--- config.mk ---
export PLATFORM = sky130hd
export DESIGN_NAME = imm_encoder
export DESIGN_NICKNAME = d
export VERILOG_FILES = /design/src/rtl/imm_enc_pkg.sv /design/src/rtl/imm_range_chk.sv /design/src/rtl/imm_encoder.sv
export SDC_FILE = /design/constraint.sdc
export NUM_CORES = 1
export LEC_CHECK = 0
export BUFFER_PORTS_ARGS = -buffer_cell sky130_fd_sc_hd__buf_2
export CAP_MARGIN = 20
export CELL_PAD_IN_SITES_DETAIL_PLACEMENT = 1
export CELL_PAD_IN_SITES_GLOBAL_PLACEMENT = 2
export CORE_MARGIN = 5
export CORE_UTILIZATION = 25
export CTS_CLUSTER_DIAMETER = 100
export CTS_CLUSTER_SIZE = 30
export DETAILED_ROUTE_END_ITERATION = 6
export PLACE_DENSITY_LB_ADDON = 0.1
export SLEW_MARGIN = 0
export SYNTH_ARGS = -nofsm -noshare
export SYNTH_HDL_FRONTEND = slang
export SYNTH_SLANG_ARGS = --single-unit
--- constraint.sdc ---
create_clock -name clk -period 1.45 [get_ports clk]
set_clock_uncertainty 0.1 [all_clocks]
set_input_delay 0.145 -clock clk [delete_from_list [all_inputs] [get_ports clk]]
set_output_delay 0.145 -clock clk [all_outputs]
set_load 0.01 [all_outputs]
--- src/rtl/imm_enc_pkg.sv ---
// Shared types for the RISC-V instruction encoder: formats, opcodes and the
// stage-1 payload carried into the packing stage.
package imm_enc_pkg;

   typedef enum logic [2:0] {
      FMT_I = 3'd0,
      FMT_S = 3'd1,
      FMT_B = 3'd2,
      FMT_U = 3'd3,
      FMT_J = 3'd4
   } fmt_e;

   localparam logic [6:0] OP_LOAD   = 7'b0000011;
   localparam logic [6:0] OP_STORE  = 7'b0100011;
   localparam logic [6:0] OP_BRANCH = 7'b1100011;
   localparam logic [6:0] OP_LUI    = 7'b0110111;
   localparam logic [6:0] OP_JAL    = 7'b1101111;

   typedef struct packed {
      logic [2:0]  fmt;
      logic [6:0]  opcode;
      logic [4:0]  rd;
      logic [4:0]  rs1;
      logic [4:0]  rs2;
      logic [2:0]  funct3;
      logic [31:0] imm;
      logic        err;
   } stage_t;

endpackage

--- src/rtl/imm_range_chk.sv ---
// Combinational immediate legality check: range, alignment and format code.
module imm_range_chk
   import imm_enc_pkg::*;
(
   input  logic [2:0]  fmt,
   input  logic [31:0] imm,
   output logic        err
);

   // A field "fits" when every bit above the encodable width equals the sign.
   logic fits_12, fits_13, fits_21;
   assign fits_12 = (&imm[31:11]) || (~|imm[31:11]);
   assign fits_13 = (&imm[31:12]) || (~|imm[31:12]);
   assign fits_21 = (&imm[31:20]) || (~|imm[31:20]);

   always_comb begin
      err = 1'b1;
      case (fmt)
         FMT_I, FMT_S: err = !fits_12;
         FMT_B:        err = !fits_13 || imm[0];
         FMT_J:        err = !fits_21 || imm[0];
         FMT_U:        err = |imm[11:0];
         default:      err = 1'b1;
      endcase
   end

endmodule

--- src/rtl/imm_encoder.sv ---
// Two-stage RISC-V instruction encoder: stage 1 registers and range-checks,
// stage 2 scatters immediate bits into the selected format.
module imm_encoder
   import imm_enc_pkg::*;
#(
   parameter int CNT_W = 16,
   parameter int ERR_W = 8
)(
   input  logic             clk,
   input  logic             rst_n,
   input  logic             in_valid,
   output logic             in_ready,
   input  logic [2:0]       in_fmt,
   input  logic [6:0]       in_opcode,
   input  logic [4:0]       in_rd,
   input  logic [4:0]       in_rs1,
   input  logic [4:0]       in_rs2,
   input  logic [2:0]       in_funct3,
   input  logic [6:0]       in_funct7,
   input  logic [31:0]      in_imm,
   output logic             out_valid,
   input  logic             out_ready,
   output logic [31:0]      out_inst,
   output logic             out_err,
   output logic [CNT_W-1:0] enc_count,
   output logic [ERR_W-1:0] err_count
);

   function automatic logic [31:0] pack_inst(input stage_t p);
      logic [31:0] w;
      w = 32'd0;
      case (p.fmt)
         FMT_I: w = {p.imm[11:0], p.rs1, p.funct3, p.rd, p.opcode};
         FMT_S: w = {p.imm[11:5], p.rs2, p.rs1, p.funct3, p.imm[4:0], p.opcode};
         FMT_B: w = {p.imm[12], p.imm[10:5], p.rs2, p.rs1, p.funct3,
                     p.imm[4:1], p.imm[11], p.opcode};
         FMT_U: w = {p.imm[31:12], p.rd, p.opcode};
         FMT_J: w = {p.imm[20], p.imm[10:1], p.imm[11], p.imm[19:12], p.rd, p.opcode};
         default: w = 32'd0;
      endcase
      return w;
   endfunction

   stage_t            s1_reg;
   stage_t            s1_next;
   logic              s1_valid_reg;
   logic              s1_err;
   logic              out_valid_reg;
   logic [31:0]       out_inst_reg;
   logic              out_err_reg;
   logic [CNT_W-1:0]  enc_count_reg;
   logic [ERR_W-1:0]  err_count_reg;
   logic              s2_ready;
   logic              unused_funct7;

   // funct7 has no slot in any format handled here.
   assign unused_funct7 = ^in_funct7;

   imm_range_chk u_chk (
      .fmt (in_fmt),
      .imm (in_imm),
      .err (s1_err)
   );

   always_comb begin
      s1_next        = '0;
      s1_next.fmt    = in_fmt;
      s1_next.opcode = in_opcode;
      s1_next.rd     = in_rd;
      s1_next.rs1    = in_rs1;
      s1_next.rs2    = in_rs2;
      s1_next.funct3 = in_funct3;
      s1_next.imm    = in_imm;
      s1_next.err    = s1_err;
   end

   // Backpressure is combinational from out_ready; only registered state feeds back.
   assign s2_ready = !out_valid_reg || out_ready;
   assign in_ready = rst_n && (!s1_valid_reg || s2_ready);

   always_ff @(posedge clk) begin
      if (!rst_n) begin
         s1_reg        <= '0;
         s1_valid_reg  <= 1'b0;
         out_valid_reg <= 1'b0;
         out_inst_reg  <= 32'd0;
         out_err_reg   <= 1'b0;
         enc_count_reg <= '0;
         err_count_reg <= '0;
      end else begin
         if (in_ready) begin
            s1_valid_reg <= in_valid;
            if (in_valid)
               s1_reg <= s1_next;
         end
         if (s2_ready) begin
            out_valid_reg <= s1_valid_reg;
            if (s1_valid_reg) begin
               out_inst_reg <= pack_inst(s1_reg);
               out_err_reg  <= s1_reg.err;
            end
         end
         if (out_valid_reg && out_ready) begin
            enc_count_reg <= enc_count_reg + 1'b1;
            if (out_err_reg && !(&err_count_reg))
               err_count_reg <= err_count_reg + 1'b1;
         end
      end
   end

   assign out_valid = out_valid_reg;
   assign out_inst  = out_inst_reg;
   assign out_err   = out_err_reg;
   assign enc_count = enc_count_reg;
   assign err_count = err_count_reg;

endmodule

==> impl_metrics.tcl, run 1 <==
set metrics [dict create \
    antenna_found_initial 0 \
    synthDistinctLibCells 57 \
    initial_core_util_pct 25.32 \
    dr_wl_met2_um 9694 \
    synth.yosys.seq_area_share_pct 46.90 \
    cp.arrival_ns 1.26 \
    clkTransAtPathRegs_ns 0.05 \
    cts_max_path_buffers 2 \
    nets 923 \
    crit_fanout 3 \
    cts-buffers-inserted 17 \
    num_rows 52 \
    syn_nets 668 \
    core_um2 20230 \
    path_delay_family "simple AND/OR/NAND/NOR gates" \
    min_path_type "primary input to flip-flop" \
    port_buffers 122 \
    period_needed_ns 1.503 \
    synth_top_family_by_area "simple AND/OR/NAND/NOR gates" \
    hold_ws_ns 0.01434 \
    power_density_nw_per_um2 1009 \
    wl_met3_um 709 \
    rr_endpoint "err_count[5]$_SDFFE_PN0P_" \
    synthMuxAreaShare_pct 0.3908 \
    finalWirelength_um 19370 \
    antenna_cells 0 \
    status "complete, but fails checks" \
    worst_slack_ns -0.05259 \
    worstSetupEndpoint "in_ready" \
    drc 0 \
    place_worst_setup_slack_ns -0.1366 \
    synthCells 595 \
    crit_required_ns 1.21 \
    gp_congestion 0.7711 \
    final_antenna_net_count 0 \
    firstDrtPassIters 5 \
    wl_met1_um 8670 \
    mostFrequentLayoutCells "nand2_1 (140), buf_2 (120), dfxtp_1 (103)" \
    grt_usage_pct 16.28 \
    grt-ovfl-total 0 \
    reg2reg_setup_slack_ns -0.05 \
    die_h_um 153.1 \
    wl_per_cell_um 17.16 \
    final_common_cell "nand2_1" \
    ys_ff_latch 120 \
    place_hpwl_um 12770 \
    die_x_um 153.1 \
    setup_viol 65 \
    synth-simple-area-share_pct 32.39 \
    yosys.area_share.xor_xnor_pct 3.224 \
    startpoint_type "flip-flop" \
    top_layer_used "met4" \
    yosysWarnings 0 \
    cts_tree "built" \
    rsz0062_at_grt "yes" \
    synthAdderAreaFrac_pct 0.4885 \
    synth_compound_area_share_pct 12.70 \
    endpoint_kind "primary output" \
    slowest_delay_ns 0.34 \
    htreeDepth 4 \
    grt_max_degree 70 \
    final_util_pct 42.74 \
    cp_cell_sequence "and2b_4, nand2_4, and2_4, buf_6" \
    worstReg2RegStart "err_count[0]$_SDFFE_PN0P_" \
    total_power_uw 8730 \
    slew_viol_final 0 \
    slew_headroom_pct 70.78 \
    synth_top_area_share_pct 46.90 \
    ff2ff_path_depth 6 \
    syn_avg_cell_area_um2 8.609 \
    clock_sinks 120 \
    failed_checks "setup timing" \
    drv_cap 0 \
    finalSetupTns_ns -1.189 \
    drive_gt1_share_pct 42.96 \
    vias_per_cell 4.682 \
    hold_viol 0 \
    ir_drop_v 0.0007903 \
    synth_area_leaders "dfxtp_1 (47%), nand2_1 (10%), nand3_1 (6.6%), and2_1 (2.6%), nor3b_1 (2.5%)" \
    fmax_ghz 0.6655 \
    cp_num_buf_inv 1 \
    leakage_uw 0.003880 \
    synth_area_um2 5122 \
    yosys.area.top_type "dfxtp_1" \
    slowest_stage "dfxtp_4" \
    syn2layout_area_growth_pct 68.83 \
    ios 130 \
    crit_type "flip-flop to primary output" \
    drt_iter0_markers 130 \
    critPathLaunch "out_valid$_SDFFE_PN0N_" \
    crit_cells 4 \
    clk_latency_ns 0.41 \
    fin_crit_sh_pct 103.6 \
    grt_pass1_vias 5714 \
    grt_pass1_wl_um 30460 \
    largest_register_ff_count 61 \
    vias 5286 \
    cts_root_buffer "clkbuf_16" \
    die_area_um2 23450 \
    worst_pin_slew_ns 0.4366 \
]
==> worst min-delay path by stage <==
stage                            start  depth (start not counted)                       to  slack, ns
after floorplan              in_imm[9]                          2  s1_reg[10]$_SDFFE_PN0P_       0.14
after global placement    in_funct3[2]                          3  s1_reg[35]$_SDFFE_PN0P_       0.24
after detailed placement  in_funct3[2]                          3  s1_reg[35]$_SDFFE_PN0P_       0.24
after CTS                    in_fmt[1]                          4   s1_reg[0]$_SDFFE_PN0P_      0.005
after global routing         in_imm[0]                          4   s1_reg[1]$_SDFFE_PN0P_       0.03
final                        in_imm[0]                          4   s1_reg[1]$_SDFFE_PN0P_       0.01
==> worst min-delay path: stages <==
cell and delay [ns]:
buf_2 0.13, buf_4 0.12, nand2_1 0.05, nand2_1 0.05
==> layout make-up <==
type                            count  area, um2
Tap cell                          270      337.8
Inverter                            4      15.01
Timing Repair Buffer              274       2227
Multi-Input combinational cell    433       3120
Clock buffer                       22      454.2
Fill cell                        2325      11590
Clock inverter                      6      55.05
Sequential cell                   120       2439
==> routing by layer <==
layer	up-vias	GRT usage, %
met5	-	0
met2	104	28.45
met1	2559	19.92
met3	21	3.478
li1	2602	-
met4	0	5.303
==> synthesized netlist by cell type, drive strengths merged <==
| library cell | number |
|---|---|
| or3 | 5 |
| nor2b | 11 |
| dfxtp | 120 |
| o21a | 2 |
| nand4 | 10 |
| nand2 | 143 |
| a21oi | 5 |
| and2b | 1 |
| a211oi | 1 |
| xnor2 | 9 |
| mux2i | 2 |
| nor2 | 25 |
| nor4 | 8 |
| nand3b | 3 |
| xor2 | 9 |
| and3 | 2 |
| a32oi | 1 |
| ha | 2 |
| a22oi | 15 |
| a21o | 1 |
| o211a | 8 |
| nand2b | 1 |
| and2 | 21 |
| or2 | 2 |
| nand3 | 70 |
| a21boi | 8 |
| nor3 | 9 |
| o211ai | 10 |
| and4 | 3 |
| buf | 18 |
| nor4b | 1 |
| a221oi | 14 |
| o22ai | 1 |
| nor3b | 17 |
| o21bai | 1 |
| clkbuf | 21 |
| o21ai | 8 |
| a31oi | 1 |
| inv | 4 |
| a311oi | 2 |
==> kinds of logic (layout without fill, tap and decap cells) <==
kind of cell	after synthesis	in the layout
and+or+nand+nor	332	332
adders and majority gates	2	2
xor gates and xnor gates	18	18
AOI/OAI and AO/OA	78	79
buffers and inverters	43	306
muxes	2	2
DFF	120	120
==> power by group <==
group          internal [uW]  switching, uW
sequential              3480            171
combinational            660            633
clock                   2340           1440
==> repair_timing <==
| action | 4_1_cts | 5_1_grt |
|---|---|---|
| cloned | 4 | 4 |
| endpoints found under the setup margin | 100 | 114 |
| hold endpoints to repair | 59 | 0 |
| buffers inserted | 11 | 10 |
| gates resized for setup | 81 | 50 |
| hold buffers | 59 | 0 |
| pin swaps | 12 | 67 |
==> per-stage QoR <==
stage | area (um2) | std cells
detailed placement | 6631 | 1017
CTS | 8299 | 1118
finish | 8648 | 1129
global placement | 6631 | 1017
global route | 8648 | 1129
floorplan | 5206 | 595
Power figures use the tool's default switching activity.
==> run 2: changes to the inputs <==
--- a/config.mk
+++ b/config.mk
@@ -18,4 +18,5 @@
 export SLEW_MARGIN = 0
 export SYNTH_ARGS = -nofsm -noshare
 export SYNTH_HDL_FRONTEND = slang
+export SYNTH_HIERARCHICAL = 1
 export SYNTH_SLANG_ARGS = --single-unit
==> constraint.sdc (replaced) <==
create_clock -name clk -period 1.45 [get_ports clk]
set_clock_uncertainty 0.1 [all_clocks]
set_input_delay 0.0725 -clock clk [delete_from_list [all_inputs] [get_ports clk]]
set_output_delay 0.0725 -clock clk [all_outputs]
set_load 0.01 [all_outputs]
==> impl_metrics.tcl, run 2 <==
set metrics [dict create \
    fmax_ghz 0.6598 \
    syn_nets 696 \
    synth-edff-count 0 \
    synthDistinctLibCells 61 \
    reg2reg_setup_slack_ns -0.07 \
    antenna_cells 0 \
    fin_crit_sh_pct 104.5 \
    synth_top_area_share_pct 46.00 \
    ys_ff_latch 120 \
    worst_slack_ns -0.06566 \
    post-synth-top-count-cell "dfxtp_1" \
    swShare_pct 25.24 \
    die_area_um2 23880 \
    syn_avg_cell_area_um2 8.383 \
    critPathLaunch "out_valid$_SDFFE_PN0P_" \
    htreeDepth 4 \
    synth_common_cells "dfxtp_1 (120), o21ai_0 (89), nand3_1 (76)" \
    ff2ff_path_depth 5 \
    port_buffers 122 \
    clkTransAtPathRegs_ns 0.05 \
    vias_per_cell 4.691 \
    drc 0 \
    gp_congestion 0.8003 \
    ir_drop_v 0.0006446 \
    crit_required_ns 1.64 \
    yosys.area.top_type "dfxtp_1" \
    cts_root_buffer "clkbuf_16" \
    setup_viol 6 \
    crit_fanout 8 \
    startpoint_type "flip-flop" \
    place_hpwl_um 13170 \
    endpoint_kind "flip-flop" \
    initial_core_util_pct 25.56 \
    async_flop_share_pct 0 \
    worst_pin_slew_ns 0.3955 \
    die_h_um 154.5 \
    period_needed_ns 1.516 \
    yosysWarnings 6 \
    slew_headroom_pct 73.63 \
    rsz0062_at_grt "yes" \
    grt_max_degree 65 \
    cts-buffers-inserted 17 \
    grt-ovfl-total 0 \
    hold_end "enc_count[2]$_SDFFE_PN0P_" \
    p_seq_share_pct 38.9 \
    synth_area_um2 5223 \
    ios 130 \
    drv_cap 0 \
    leakage_uw 0.003789 \
    firstDrtPassIters 4 \
    die_x_um 154.5 \
    hold_start "out_ready" \
    drive_gt1_share_pct 38.81 \
    hold_viol 0 \
    vias 5460 \
    num_rows 52 \
    grt_pass1_vias 5764 \
    power_density_nw_per_um2 1088 \
    mostFrequentLayoutCells "buf_2 (122), dfxtp_1 (108), nand3_1 (72), o21ai_0 (72), buf_4 (71)" \
    drt_iter0_markers 233 \
    grt_usage_pct 15.34 \
    rr_endpoint "out_inst[21]$_SDFFE_PN0P_" \
    final_area_um2 8573 \
    p_int_uw 6973 \
    wl_per_cell_um 16.68 \
    placed_area_um2 6723 \
    comb_power_share_pct 12.9 \
    largest_register_ff_count 61 \
    core_um2 20430 \
    syn2layout_area_growth_pct 64.16 \
    holdPathStages 4 \
    finalWirelength_um 19420 \
    final_antenna_net_count 0 \
    netSwitchingPower_uw 2354 \
    status "complete, but fails checks" \
    min_path_type "primary input to flip-flop" \
    slew_viol_final 0 \
    cp.arrival_ns 1.71 \
    worstReg2RegStart "out_valid$_SDFFE_PN0P_" \
    cts_max_path_buffers 2 \
    clock_sinks 120 \
    crit_type "flip-flop to flip-flop" \
    finalSetupTns_ns -0.1873 \
    nets 954 \
    synth_area_leaders "dfxtp_1 (46%), o21ai_0 (8.5%), nand3_1 (7.3%), inv_1 (4.8%), nor2_1 (2.7%)" \
    failed_checks "setup timing" \
    synth.yosys.seq_area_share_pct 46.00 \
    antenna_found_initial 0 \
    clk_latency_ns 0.41 \
    final_common_cell "buf_2" \
    cts_tree "built" \
    synthCells 623 \
    p_clk_share_pct 48.2 \
    grt_pass1_wl_um 29500 \
    hold_ws_ns 0.02462 \
    yosys_most_used_dff "dfxtp_1" \
]
run 2: cell count changes in the layout (fill, tap and decap cells not counted), moves of 16 or more:
cell	previous run	this run
and2_1	18	0
inv_1	4	67
nand2_1	140	23
nand3_1	16	72
nand3_2	51	3
nor2_1	21	37
o21ai_0	2	72
run 2: metrics by stage:
step	total power (uW)	std cells	util, %	worst slack [ns]
finish	9328	1164	41.96	-0.06566
global route	9753	1164	41.96	-0.1191
CTS	9292	1150	39.40	-0.04240
detailed placement	4603	1053	32.91	-0.2987
global placement	4577	1053	32.91	-0.2636
floorplan	4127	623	-	-0.03307
run 2: worst max-delay path by stage:
stage | slack [ns] | end
after floorplan | -0.03 | s1_reg[0]$_SDFFE_PN0P_
after global placement | -0.26 | s1_reg[0]$_SDFFE_PN0P_
after detailed placement | -0.30 | s1_reg[0]$_SDFFE_PN0P_
after CTS | -0.04 | err_count[6]$_SDFFE_PN0P_
after global routing | -0.12 | err_count[5]$_SDFFE_PN0P_
final | -0.07 | out_inst[21]$_SDFFE_PN0P_
run 2: worst max-delay path: stages (launching register included):
cell	delay [ns]
dfxtp_4	0.36
nor2b_4	0.14
nand2b_4	0.19
buf_12	0.16
a222oi_1	0.37
nor3_2	0.06
run 2: timing repair:
item                                    CTS  global route
gates cloned                              1             6
pin swaps                                 7            27
gates resized for setup                  15            90
hold endpoints to repair                 62             0
buffers inserted                          2             9
endpoints found under the setup margin   34            66
hold buffers                             62             0
run 2: cell type report:
type	count	area [um2]
Clock inverter	15	202.7
Clock buffer	17	425.4
Fill cell	2394	11860
Tap cell	270	337.8
Multi-Input combinational cell	393	2716
Sequential cell	120	2430
Timing Repair Buffer	280	2202
Inverter	69	259.0
run 2: power groups by stage:
stage          registers [uW]  logic (uW)  clock network [uW]
6_report                 3630        1200                4490
3_3_place_gp             3670         903                   0
2_1_floorplan            3650         474                   0
4_1_cts                  3610        1060                4610
5_1_grt                  3650        1320                4780
3_5_place_dp             3680         922                   0
run 2: cell families after synthesis:
| family | count (synthesis) | synth area share (%) |
|---|---|---|
| AO/OA/AOI/OAI | 160 | 18.21 |
| XOR/XNOR | 14 | 2.348 |
| adder cells (fa/ha/maj) | 2 | 0.4791 |
| buffers and inverters | 111 | 9.942 |
| flip-flops | 120 | 46.00 |
| multiplexers | 13 | 2.683 |
| AND/OR/NAND/NOR | 203 | 20.34 |
run 2: routing by layer:
metal	share of wire [%]	routed length, um	global-route usage, %
met5	0	0	0
met4	1.1	223	4.458
met3	3.4	659	3.325
met2	50	9780	26.56
met1	45	8752	19.18
==> run 3: changes to the inputs <==
==> constraint.sdc (replaced) <==
create_clock -name clk -period 1.7 [get_ports clk]
set_clock_uncertainty 0.1 [all_clocks]
set_input_delay 0.085 -clock clk [delete_from_list [all_inputs] [get_ports clk]]
set_output_delay 0.085 -clock clk [all_outputs]
set_load 0.01 [all_outputs]
==> impl_metrics.tcl, run 3 (synthesis results as in run 2) <==
set metrics [dict create \
    slew_headroom_pct 68.53 \
    cts-buffers-inserted 17 \
    min_path_type "primary input to flip-flop" \
    final_antenna_net_count 0 \
    clkTransAtPathRegs_ns 0.06 \
    finalWirelength_um 17200 \
    drive_gt1_share_pct 26.98 \
    fin_crit_sh_pct 94.32 \
    power_density_nw_per_um2 1000 \
    gp_congestion 0.7822 \
    antenna_cells 0 \
    total_power_uw 7590 \
    htreeDepth 4 \
    crit_required_ns 1.90 \
    status "complete, no violations" \
    vias_per_cell 4.668 \
    setup_viol 0 \
    core_um2 20430 \
    initial_core_util_pct 25.56 \
    ios 130 \
    antenna_found_initial 0 \
    leakage_uw 0.003309 \
    port_buffers 122 \
    wl_per_cell_um 15.58 \
    hold_ws_ns 0.04457 \
    final_common_cell "buf_2" \
    die_x_um 154.5 \
    crit_type "primary input to flip-flop" \
    cts_root_buffer "clkbuf_16" \
    clock_sinks 120 \
    slew_viol_final 0 \
    startpoint_type "primary input" \
    largest_register_ff_count 61 \
    crit_fanout 3 \
    place_hpwl_um 12610 \
    syn2layout_area_growth_pct 45.30 \
    drc 0 \
    cts_setup_buffers 0 \
    mostFrequentLayoutCells "buf_2 (122), dfxtp_1 (118), o21ai_0 (86)" \
    drt_iter0_markers 157 \
    die_h_um 154.5 \
    fmax_ghz 0.6237 \
    hold_start "in_fmt[1]" \
    critPathLaunch "in_imm[22]" \
    rsz0062_at_grt "yes" \
    grt_pass1_vias 5425 \
    num_rows 52 \
    cts_max_path_buffers 2 \
    worstReg2RegStart "enc_count[0]$_SDFFE_PN0P_" \
    vias 5154 \
    worst_pin_slew_ns 0.4705 \
    grt_usage_pct 14.82 \
    nets 894 \
    grt_max_degree 82 \
    grt-ovfl-total 0 \
    cts_tree "built" \
    hold_viol 0 \
    place_inst 1008 \
    period_needed_ns 1.603 \
    ir_drop_v 0.0004923 \
    cp.arrival_ns 1.80 \
    drv_cap 0 \
    final_cells 1104 \
    endpoint_kind "flip-flop" \
    die_area_um2 23880 \
    firstDrtPassIters 5 \
    clk_latency_ns 0.41 \
    grt_pass1_wl_um 28660 \
]
run 3: cell count changes in the layout (fill, tap and decap cells not counted), moves of 8 or more:
cell	delta
o21ai_1	-10
a21oi_1	+16
a221oi_1	+8
o21ai_0	+14
dfxtp_1	+10
buf_6	-10
a21oi_2	-13
buf_4	-44
run 3: where the power goes:
| group | total [uW] | switching [uW] | leakage [uW] | internal (uW) |
|---|---|---|---|---|
| registers | 3080 | 109 | 0.000986 | 2970 |
| clock network | 3680 | 1330 | 0.000281 | 2350 |
| logic | 833 | 432 | 0.00204 | 400 |
run 3: area by class of cell:
class | instances | area (um2)
Clock buffer | 18 | 439.2
Inverter | 69 | 259.0
Clock inverter | 14 | 175.2
Fill cell | 2451 | 12840
Timing Repair Buffer | 221 | 1614
Tap cell | 270 | 337.8
Multi-Input combinational cell | 392 | 2359
Sequential cell | 120 | 2405
run 3: final timing paths:
path	endpoint	slack (ns)	cells after the start
max	s1_reg[0]$_SDFFE_PN0P_	0.1	9
max reg2reg	enc_count[12]$_SDFFE_PN0P_	0.1	5
min	s1_reg[0]$_SDFFE_PN0P_	0.04	5
min reg2reg	out_inst[7]$_SDFFE_PN0P_	0.37	2
run 3: repair_timing:
| action | in CTS | in global routing |
|---|---|---|
| hold buffers | 64 | 0 |
| resized for setup | 0 | 13 |
| endpoints found under the setup margin | 0 | 11 |
| hold endpoints to repair | 63 | 0 |
run 3: stage by stage:
step	setup TNS (ns)	util [%]	setup WS [ns]	area, um2
3_5_place_dp	-0.1451	30.77	-0.1451	6286
2_1_floorplan	0	-	0.1302	5223
3_3_place_gp	-0.05325	30.77	-0.05325	6286
4_1_cts	0	36.91	0.03122	7541
5_1_grt	-0.03470	37.14	-0.01597	7589
6_report	0	37.14	0.09657	7589
run 3: critical path: stages:
cell and delay, ns:
dlygate4sd3_1 0.53, buf_2 0.14, nor4_1 0.24, and3_1 0.25, a22oi_2 0.10, o31ai_2 0.22
a21oi_1 0.11, inv_1 0.06, o21ai_0 0.07
run 3: routing by layer:
| layer | global-route usage (%) | wire length (um) | up-vias | part of all wire, % |
|---|---|---|---|---|
| li1 | - | - | 2587 | - |
| met1 | 18.98 | 8144 | 2450 | 47 |
| met2 | 25.29 | 8258 | 104 | 48 |
| met3 | 3.353 | 655 | 13 | 3.8 |
| met4 | 3.743 | 139 | 0 | 0.81 |
| met5 | 0 | 0 | - | 0 |
